## config.mk

```make
export PLATFORM = sky130hd
export DESIGN_NAME = l1_fill_ctrl
export DESIGN_NICKNAME = d
export VERILOG_FILES = /design/src/rtl/l1_fill_ctrl_pkg.sv /design/src/rtl/l1_fill_ctrl_miss_fifo.sv /design/src/rtl/l1_fill_ctrl.sv
export SDC_FILE = /design/constraint.sdc
export NUM_CORES = 1
export LEC_CHECK = 0
export ABC_AREA = 1
export ABC_CLOCK_PERIOD_IN_PS = 2300
export BUFFER_PORTS_ARGS = -buffer_cell sky130_fd_sc_hd__buf_2
export CAP_MARGIN = 20
export CORE_AREA = 2 2 434 436
export CTS_BUF_LIST = sky130_fd_sc_hd__clkbuf_16
export CTS_CLUSTER_SIZE = 16
export DETAILED_ROUTE_END_ITERATION = 8
export DIE_AREA = 0 0 436 438
export PLACE_DENSITY_LB_ADDON = 0.2
export SETUP_SLACK_MARGIN = 0.2
export SYNTH_ARGS = -nofsm -noshare
export SYNTH_HDL_FRONTEND = slang
export SYNTH_SLANG_ARGS = --single-unit
export TNS_END_PERCENT = 1
```

## constraint.sdc

```tcl
create_clock -name clk -period 2.3 [get_ports clk]
set_input_delay 0.23 -clock clk [delete_from_list [all_inputs] [get_ports clk]]
set_output_delay 0.23 -clock clk [all_outputs]
set_load 0.05 [all_outputs]
```

## src/rtl/l1_fill_ctrl_pkg.sv

```systemverilog
// Shared constants for the L1 miss-fill controller: cache geometry and FSM encoding.
package l1_fill_ctrl_pkg;

   // Cache geometry
   localparam int unsigned L1_CACHE_NUM_WAYS     = 4;
   localparam int unsigned L1_CACHE_NUM_WAYS_LOG = 2;
   localparam int unsigned L1_CACHE_NUM_SETS     = 64;
   localparam int unsigned L1_CACHE_NUM_SETS_LOG = 6;
   localparam int unsigned L1_TAG_WIDTH          = 20;
   localparam int unsigned L1_LINE_BITS          = 512;
   localparam int unsigned L1_MISS_QUEUE_DEPTH   = 4;

   // Fill FSM state encoding
   localparam logic [2:0] FILL_IDLE     = 3'd0;
   localparam logic [2:0] FILL_REQ      = 3'd1;
   localparam logic [2:0] FILL_WAIT_RSP = 3'd2;
   localparam logic [2:0] FILL_LRU      = 3'd3;
   localparam logic [2:0] FILL_WAY      = 3'd4;
   localparam logic [2:0] FILL_WRITE    = 3'd5;

endpackage

```

## src/rtl/l1_fill_ctrl_miss_fifo.sv

```systemverilog
// Miss queue: FIFO of {tag,set} entries with a parallel match port used to merge duplicate misses.
module l1_fill_ctrl_miss_fifo
   import l1_fill_ctrl_pkg::*;
#(
   parameter int unsigned DEPTH = L1_MISS_QUEUE_DEPTH,
   parameter int unsigned WIDTH = L1_TAG_WIDTH + L1_CACHE_NUM_SETS_LOG
) (
   input  logic             clk,
   input  logic             rst_n,
   input  logic             i_push,
   input  logic [WIDTH-1:0] i_push_data,
   input  logic             i_pop,
   output logic [WIDTH-1:0] o_head_data,
   output logic             o_full,
   output logic             o_empty,
   input  logic [WIDTH-1:0] i_match_data,
   output logic             o_match
);

   localparam int unsigned PTR_W = $clog2(DEPTH);
   localparam int unsigned CNT_W = PTR_W + 1;

   logic [WIDTH-1:0] r_mem [DEPTH];
   logic [DEPTH-1:0] r_vld;
   logic [DEPTH-1:0] w_vld_nxt;
   logic [PTR_W-1:0] r_wr_ptr;
   logic [PTR_W-1:0] r_rd_ptr;
   logic [CNT_W-1:0] r_count;
   logic             w_push;
   logic             w_pop;

   assign o_full      = (r_count == CNT_W'(DEPTH));
   assign o_empty     = (r_count == '0);
   assign o_head_data = r_mem[r_rd_ptr];

   // A push into a full queue is only legal when the head leaves in the same cycle.
   assign w_push = i_push & (~o_full | i_pop);
   assign w_pop  = i_pop & ~o_empty;

   // Per-entry valid bits: clear on pop first, so a same-slot push (full queue) wins.
   always_comb begin
      w_vld_nxt = r_vld;
      if (w_pop) w_vld_nxt[r_rd_ptr] = 1'b0;
      if (w_push) w_vld_nxt[r_wr_ptr] = 1'b1;
   end

   // Compare the incoming miss against every live entry.
   always_comb begin
      o_match = 1'b0;
      for (int i = 0; i < int'(DEPTH); i++) begin
         if (r_vld[i] && (r_mem[i] == i_match_data)) o_match = 1'b1;
      end
   end

   // Pointers, occupancy count and valid bits; pointers wrap naturally (power-of-two depth).
   always_ff @(posedge clk or negedge rst_n) begin
      if (!rst_n) begin
         r_wr_ptr <= '0;
         r_rd_ptr <= '0;
         r_count  <= '0;
         r_vld    <= '0;
      end else begin
         r_vld <= w_vld_nxt;
         if (w_push) r_wr_ptr <= r_wr_ptr + PTR_W'(1);
         if (w_pop) r_rd_ptr <= r_rd_ptr + PTR_W'(1);
         case ({w_push, w_pop})
            2'b10:   r_count <= r_count + CNT_W'(1);
            2'b01:   r_count <= r_count - CNT_W'(1);
            default: r_count <= r_count;
         endcase
      end
   end

   // Entry storage.
   always_ff @(posedge clk or negedge rst_n) begin
      if (!rst_n) begin
         for (int i = 0; i < int'(DEPTH); i++) r_mem[i] <= '0;
      end else if (w_push) begin
         r_mem[r_wr_ptr] <= i_push_data;
      end
   end

endmodule

```

## src/rtl/l1_fill_ctrl.sv

```systemverilog
// L1 miss-fill controller: queues misses, fetches one line at a time from memory, asks the
// replacement unit for a victim way and writes tag+data into the arrays.
module l1_fill_ctrl
   import l1_fill_ctrl_pkg::*;
#(
   parameter int unsigned NUM_WAYS    = L1_CACHE_NUM_WAYS,
   parameter int unsigned NUM_SETS    = L1_CACHE_NUM_SETS,
   parameter int unsigned TAG_WIDTH   = L1_TAG_WIDTH,
   parameter int unsigned LINE_BITS   = L1_LINE_BITS,
   parameter int unsigned QUEUE_DEPTH = L1_MISS_QUEUE_DEPTH
) (
   input  logic                                   clk,
   input  logic                                   rst_n,
   input  logic                                   i_miss_valid,
   output logic                                   o_miss_ready,
   input  logic [$clog2(NUM_SETS)-1:0]            i_miss_set,
   input  logic [TAG_WIDTH-1:0]                   i_miss_tag,
   output logic                                   o_mem_req_valid,
   input  logic                                   i_mem_req_ready,
   output logic [TAG_WIDTH+$clog2(NUM_SETS)-1:0]  o_mem_req_addr,
   input  logic                                   i_mem_rsp_valid,
   input  logic [LINE_BITS-1:0]                   i_mem_rsp_data,
   output logic                                   o_fill_en,
   output logic [$clog2(NUM_SETS)-1:0]            o_fill_set,
   input  logic [$clog2(NUM_WAYS)-1:0]            i_fill_way_idx,
   output logic                                   o_wr_en,
   output logic [$clog2(NUM_SETS)-1:0]            o_wr_set,
   output logic [$clog2(NUM_WAYS)-1:0]            o_wr_way,
   output logic [TAG_WIDTH-1:0]                   o_wr_tag,
   output logic [LINE_BITS-1:0]                   o_wr_data,
   output logic                                   o_fill_done
);

   localparam int unsigned SET_W = $clog2(NUM_SETS);
   localparam int unsigned WAY_W = $clog2(NUM_WAYS);
   localparam int unsigned ENT_W = TAG_WIDTH + SET_W;

   logic [2:0]           r_state;
   logic [2:0]           w_state_nxt;
   logic [ENT_W-1:0]     r_infl;        // in-flight line, {tag,set}
   logic                 r_infl_valid;
   logic [LINE_BITS-1:0] r_data;
   logic [WAY_W-1:0]     r_way;

   logic [ENT_W-1:0]     w_miss_entry;
   logic [ENT_W-1:0]     w_head;
   logic                 w_full;
   logic                 w_empty;
   logic                 w_fifo_match;
   logic                 w_infl_match;
   logic                 w_deq;
   logic                 w_accept;
   logic                 w_push;

   assign w_miss_entry = {i_miss_tag, i_miss_set};
   assign w_deq        = (r_state == FILL_IDLE) & ~w_empty;

   // The dequeue frees a slot this cycle, so a full queue can still take a miss then.
   assign o_miss_ready = ~w_full | w_deq;
   assign w_accept     = i_miss_valid & o_miss_ready;
   assign w_infl_match = r_infl_valid & (r_infl == w_miss_entry);
   // Duplicates of a queued or in-flight line are accepted and dropped.
   assign w_push       = w_accept & ~w_fifo_match & ~w_infl_match;

   l1_fill_ctrl_miss_fifo #(
      .DEPTH(QUEUE_DEPTH),
      .WIDTH(ENT_W)
   ) u_miss_fifo (
      .clk         (clk),
      .rst_n       (rst_n),
      .i_push      (w_push),
      .i_push_data (w_miss_entry),
      .i_pop       (w_deq),
      .o_head_data (w_head),
      .o_full      (w_full),
      .o_empty     (w_empty),
      .i_match_data(w_miss_entry),
      .o_match     (w_fifo_match)
   );

   // Next-state logic of the fill sequence.
   always_comb begin
      w_state_nxt = r_state;
      case (r_state)
         FILL_IDLE:     if (!w_empty) w_state_nxt = FILL_REQ;
         FILL_REQ:      if (i_mem_req_ready) w_state_nxt = FILL_WAIT_RSP;
         FILL_WAIT_RSP: if (i_mem_rsp_valid) w_state_nxt = FILL_LRU;
         FILL_LRU:      w_state_nxt = FILL_WAY;
         FILL_WAY:      w_state_nxt = FILL_WRITE;
         FILL_WRITE:    w_state_nxt = FILL_IDLE;
         default:       w_state_nxt = FILL_IDLE;
      endcase
   end

   // State register; reset drops any outstanding fetch so late responses land in IDLE.
   always_ff @(posedge clk or negedge rst_n) begin
      if (!rst_n) r_state <= FILL_IDLE;
      else        r_state <= w_state_nxt;
   end

   // In-flight line tracking: valid for merging from dequeue through the write cycle.
   always_ff @(posedge clk or negedge rst_n) begin
      if (!rst_n) begin
         r_infl       <= '0;
         r_infl_valid <= 1'b0;
      end else if (w_deq) begin
         r_infl       <= w_head;
         r_infl_valid <= 1'b1;
      end else if (r_state == FILL_WRITE) begin
         r_infl_valid <= 1'b0;
      end
   end

   // Capture returned line data and the victim way chosen by the replacement unit.
   always_ff @(posedge clk or negedge rst_n) begin
      if (!rst_n) begin
         r_data <= '0;
         r_way  <= '0;
      end else begin
         if ((r_state == FILL_WAIT_RSP) && i_mem_rsp_valid) r_data <= i_mem_rsp_data;
         if (r_state == FILL_WAY) r_way <= i_fill_way_idx;
      end
   end

   // Output decode; address/set/tag fields come straight from the in-flight register.
   always_comb begin
      o_mem_req_valid = (r_state == FILL_REQ);
      o_mem_req_addr  = r_infl;
      o_fill_en       = (r_state == FILL_LRU);
      o_fill_set      = r_infl[SET_W-1:0];
      o_wr_en         = (r_state == FILL_WRITE);
      o_fill_done     = (r_state == FILL_WRITE);
      o_wr_set        = r_infl[SET_W-1:0];
      o_wr_tag        = r_infl[ENT_W-1:SET_W];
      o_wr_way        = r_way;
      o_wr_data       = r_data;
   end

endmodule

```

Word-level counts from Yosys, hierarchy flattened
Cells that the tools add are included.
Word-level totals
  input bits: 545
  flip-flop bits (word level): 659
  word-level logic and storage cells: 93
Operators by class
  multiplexer cells: 23
  equal/unequal tests: 16
  reduce and logical (&&, ||, !) cells: 13
  add/subtract/negate cells: 4
  bitwise gates (word level): 17
  magnitude comparators: 7
Operator list (number)
  $eq 26x26->1: 5
  $bwmux 104: 1
  $mux 26: 3
  $bmux 26 s2: 1
  $demux 26 s2: 1
  $pmux 3 s5: 1
  $eq 3x3->1 const B: 3
  $mux 3: 3
  $logic_and 1x1->1: 8
  $mux 1: 8
  $mux 4: 2
  $and 1x1->1: 7
  $eq 3x2->1 const B: 2
  $ge 3x3->1 const B: 2
  $logic_not 3->1: 2
  $lt 2x3->1 const B: 2
  $not 2->3: 2
  $pmux 3 s2: 1
  $add 2x1->2 const B: 2
  $and 4x4->4: 1
  $demux 1 s2: 2
  $ge 2x1->1 const B: 2
  $ne 2x2->1 const B: 2
  $not 1->1: 4
  12 further kinds: 13

Depth between registers and ports, before layout
  depth after elaboration: 12
  gate-level depth with buffers: 20
  depth with buffers taken out: 18

Cells and area by module
Synthesis repeated with hierarchy kept, for this count alone.
Unflattened totals
  cells, all modules: 2357
  area total of the unflattened synthesis: 28228.3 µm²
Modules (own cells, without submodules)
  l1_fill_ctrl: area an instance 21229.1 µm², times used 1, cells each 1379, seq. area each 13613.1 µm²
  l1_fill_ctrl_miss_fifo: area an instance 6999.2 µm², times used 1, cells each 978, seq. area each 2877.8 µm²

Worst setup path after synthesis
Ideal clock, no wire load.
  path kind: register to register
  start: register r_infl[4] (netlist: o_mem_req_addr[4])
  end: register u_miss_fifo.r_count[2]
  arrival time: 2519 ps
  clock period less this slack: 2650 ps
  setup slack: -350 ps
  cell stages (with the launch flop): 20
  buffers on the path: 1
  setup time: 131 ps
  required time: 2169 ps
  cells stage by stage: dfrtp_1 inv_1 nand2_1 nand2_1 inv_1 nand2_1 nor2_1 nand2_1 nor2_1 nand2_1 nand2_1 nor2_4 buf_6 nand2_1 ha_1 inv_1 fa_1 a21oi_1 o21ai_0 xor2_1
Between the ends
  word-level cells in the longest chain between the ends: 7
  elaborated cells between the ends (all ways): 9
RTL lines
  start: declaration: line l1_fill_ctrl.sv:40  | logic [ENT_W-1:0] r_infl;
  start signal: assignment: line l1_fill_ctrl.sv:107  | r_infl <= w_head;
  $eq 26x26->1 *: line l1_fill_ctrl.sv:61  | assign w_infl_match = r_infl_valid & (r_infl == w_miss_entry);
  $and 1x1->1 *: line l1_fill_ctrl.sv:61
  $not 1->1 *: line l1_fill_ctrl.sv:63  | assign w_push = w_accept & ~w_fifo_match & ~w_infl_match;
  $and 1x1->1 *: line l1_fill_ctrl.sv:63
  $and 1x1->1 *: line l1_fill_ctrl_miss_fifo.sv:37  | assign w_push = i_push & (~o_full | i_pop);
  $eq 2x1->1 or $eq 2x2->1 (tied branches): line l1_fill_ctrl_miss_fifo.sv:66  | case ({w_push, w_pop})
  $pmux 3 s2 or $reduce_bool 2->1 (tied branches)
  end signal: assignment: line l1_fill_ctrl_miss_fifo.sv:67  | 2'b10: r_count <= r_count + CNT_W'(1);
  end signal: assignment: line l1_fill_ctrl_miss_fifo.sv:68  | 2'b01: r_count <= r_count - CNT_W'(1);
  end signal: assignment: line l1_fill_ctrl_miss_fifo.sv:69  | default: r_count <= r_count;
  end: declaration: line l1_fill_ctrl_miss_fifo.sv:28  | logic [CNT_W-1:0] r_count;
Every way passes the cells marked *; elsewhere a longest branch is shown, timed or not.
A chain may end at the register's enable or synchronous reset.

Worst setup path in the final report
  start: register r_infl[6] (netlist: o_mem_req_addr[6])
  end: register u_miss_fifo.r_count[2]
The elaborated chain is that of the path after synthesis.

==> metrics.yaml <==
critical_path:
  startpoint_type: "flip-flop"
  worstSetupPathType: "reg -> reg"
  critPathMaxStageDelay_ns: 0.43
  end_kind: "flip-flop"
  arrival_ns: 3.08
  crit_fanout: 3
  crit_path_start: "o_mem_req_addr[6]"
  cp.required_ns: 2.89
  reg2reg_from: "o_mem_req_addr[6]"
  cp_slowest_cell: "dfrtp_2"
  path_cells: "buf_12, nand2_2, nand2_1, nor2_1, nand2_1, inv_1, nand2_1, nor2_2, buf_4, nand2_2, nand2_2, nor2_4, nand2_4, ha_4, inv_2, fa_2, a21oi_2, o21ai_1, xor2_1"
finish:
  fill_cells: 20307
  area_delta_synth_final_pct: 64.9
  final_cell_area_um2: 47400
  layout-drive-gt1-share: 0.481
  fin_nets: 4942
drt:
  vias: 26820
  drc_errors: 0
  viasPerCell: 3.85
  wl_per_cell_um: 24.3
  wl_um: 169000
  drtAntennaViolNets: 0
  drt_iter0_markers: 1658
  dr.pass1.iters: 6
synth:
  synthTopCellsByArea: "dfrtp_1 (57%), mux2_2 (20%), nand2_1 (7.3%)"
  yosys-top-cells-count: "dfrtp_1 (659), nand2_1 (557), mux2_2 (514)"
  yosysTopAreaCellShare: 0.574
  synth-main-ff-cell: "dfrtp_1"
  synthArstFlopShare: 1.00
  yosysWarnings: 0
  synth-edff-count: 0
  netlist_area_um2: 28700
  ys_seq_elements: 659
  seq_area_frac_synth: 0.574
  synthDistinctLibCells: 36
  synth.avg_cell_area_um2: 11.4
  syn_nets: 3085
  postSynthCellCount: 2530
  yosysTopAreaCell: "dfrtp_1"
  synth.most_common_cell: "dfrtp_1"
floorplanning:
  dieArea_um2: 191000
  fp.dieH_um: 438
  fp-row-count: 159
  chipWidth_um: 436
  ioPinCount: 1122
  start_util: 0.154
  core_um2: 187000
timing:
  skew_ns: 0.0271
  maxSlewViolCount: 0
  fin_crit_ns: 2.49
  finalCritPeriodShare: 1.08
  slew_headroom: 0.633
  max_freq_mhz: 401
  finalSetupViolations: 2
  tightest_slew_ns: 0.551
  setup_slack_ns: -0.191
  hold_violations: 0
  rsz0062_at_grt: "true"
place:
  dp_hpwl_um: 136000
  postPlaceCellArea_um2: 39000
  place_ws_ns: -0.446
  gp_congestion: 0.886
  port-buffer-count: 1121
cts:
  path_clk_slew_ns: 0.06
  cts_tree: "yes"
  cts_buffers: 87
  cts.htree.levels: 3
  clockBufferDepth: 3
  cts_root_buffer: "clkbuf_16"
  worstSkewPairLatency_ns: 0.71
  clock-sinks: 659
job:
  max_cap_viol_count: 0
worst_hold_path:
  holdCritStartpoint: "i_miss_tag[5]"
  hold_path.class: "in -> reg"
global_route:
  grt_use_total: 0.171
  grt_first_pass_wirelength_um: 229000
  grt_max_degree: 89
  overflow: 0
  antenna_found_initial: 58
  grt_pass1_vias: 27740
power:
  fin_total_pwr_mw: 80.8
  peakVddDrop_mv: 1.19
  powerDensity_nw_per_um2: 1700
  leakagePower_nw: 23.0
status:
  violations: "negative setup slack"
  status: "finished, violations left"
==> placed cells by master (no fill, tap or decap), types with 24 or more instances in the layout <==
master / instances
nand2_1: 539
nand2_2: 26
dlygate4sd3_1: 543
nor2_1: 114
buf_12: 35
a31oi_1: 24
inv_1: 161
xnor2_1: 29
buf_2: 1115
buf_4: 245
mux2_2: 514
a21oi_1: 37
nand4_1: 108
o21ai_0: 56
dfrtp_1: 631
dfrtp_2: 28
clkbuf_16: 88
==> critical path, delay by kind of cell (launching register included) <==
family | cells | cell delay [ns]
fa+ha+maj | 2 | 0.48
xor+xnor | 1 | 0.14
flops | 1 | 0.43
simple gates | 10 | 0.70
compound gates | 2 | 0.23
buf+inv | 4 | 0.37
==> area by class of cell <==
| cell class | instances | area (µm²) | share of cell area |
|---|---|---|---|
| Clock inverter | 65 | 470 | 0.00992 |
| Inverter | 159 | 599 | 0.0126 |
| Multi-Input combinational cell | 1529 | 10700 | 0.226 |
| Sequential cell | 659 | 16500 | 0.349 |
| Tap cell | 2495 | 3120 | 0.0658 |
| Antenna cell | 14 | 35.0 | 0.000739 |
| Timing Repair Buffer | 1951 | 13700 | 0.290 |
| Clock buffer | 88 | 2200 | 0.0464 |
==> where the power goes <==
part	switching [mW]	internal [mW]	leakage, nW	total (mW)
clock	5.73	7.47	1.39	13.2
sequential	4.06	17.5	7.87	21.6
combinational	32.9	13.1	13.7	46.0
total	42.7	38.1	23.0	80.8
==> logic make-up (layout without fill, tap and decap cells) <==
logic type      count (synthesis)  count (layout)  synth area share
simple gates                  831             831             0.124
buf+inv                       342            2263            0.0588
xor+xnor                       39              39            0.0119
other cells                     0              14                 0
compound gates                135             135            0.0255
fa+ha+maj                      10              10           0.00461
mux                           514             514             0.201
flops                         659             659             0.574
==> through the flow <==
stage / hold WS [ns] / cells / util / setup TNS, ns
final: 0.0846 / 6960 / 0.254 / -0.222
after floorplan: -0.0656 / 2530 / - / -0.0900
after global routing: 0.0600 / 6952 / 0.254 / -0.511
after CTS: 0.000914 / 6946 / 0.253 / -0.257
after detailed placement: 0.242 / 6246 / 0.209 / -21.31
after global placement: 0.251 / 6246 / 0.209 / -23.66
==> worst paths after layout <==
check	slack (ns)	end	cells past startpoint
worst max-delay path	-0.19	u_miss_fifo.r_count[2]	19
worst min-delay path	0.08	u_miss_fifo.r_mem[89]	5
worst max register to register	-0.19	u_miss_fifo.r_count[2]	19
worst min register to register	0.47	u_miss_fifo.r_mem[53]	2
max in group asynchronous	1.21	o_wr_data[285]	3
min in group asynchronous	0.09	u_miss_fifo.r_mem[32]	2
==> registers in the layout, indices dropped and copies added, names as in the netlist <==
name	count
u_miss_fifo.r_wr_ptr	2
o_wr_way	2
u_miss_fifo.r_mem	104
r_infl_valid	1
u_miss_fifo.r_rd_ptr	2
o_mem_req_addr	26
u_miss_fifo.r_vld	4
o_wr_data	512
u_miss_fifo.r_count	3
r_state	3
==> routing by layer <==
metal / GRT usage / share of wire / vias up
li1: - / - / 12080
met1: 0.205 / 0.40 / 13578
met2: 0.307 / 0.51 / 946
met3: 0.0376 / 0.059 / 202
met4: 0.0469 / 0.025 / 14
met5: 0 / 0.00047 / -
==> what timing repair did <==
action	4_1_cts	5_1_grt
buffers inserted	4	0
gates resized for setup	45	28
gates cloned	0	0
hold buffers	543	0
endpoints found under the setup margin	115	117
endpoints found under the hold margin	930	0
pin swaps	16	23
Power figures use the tool's default switching activity.
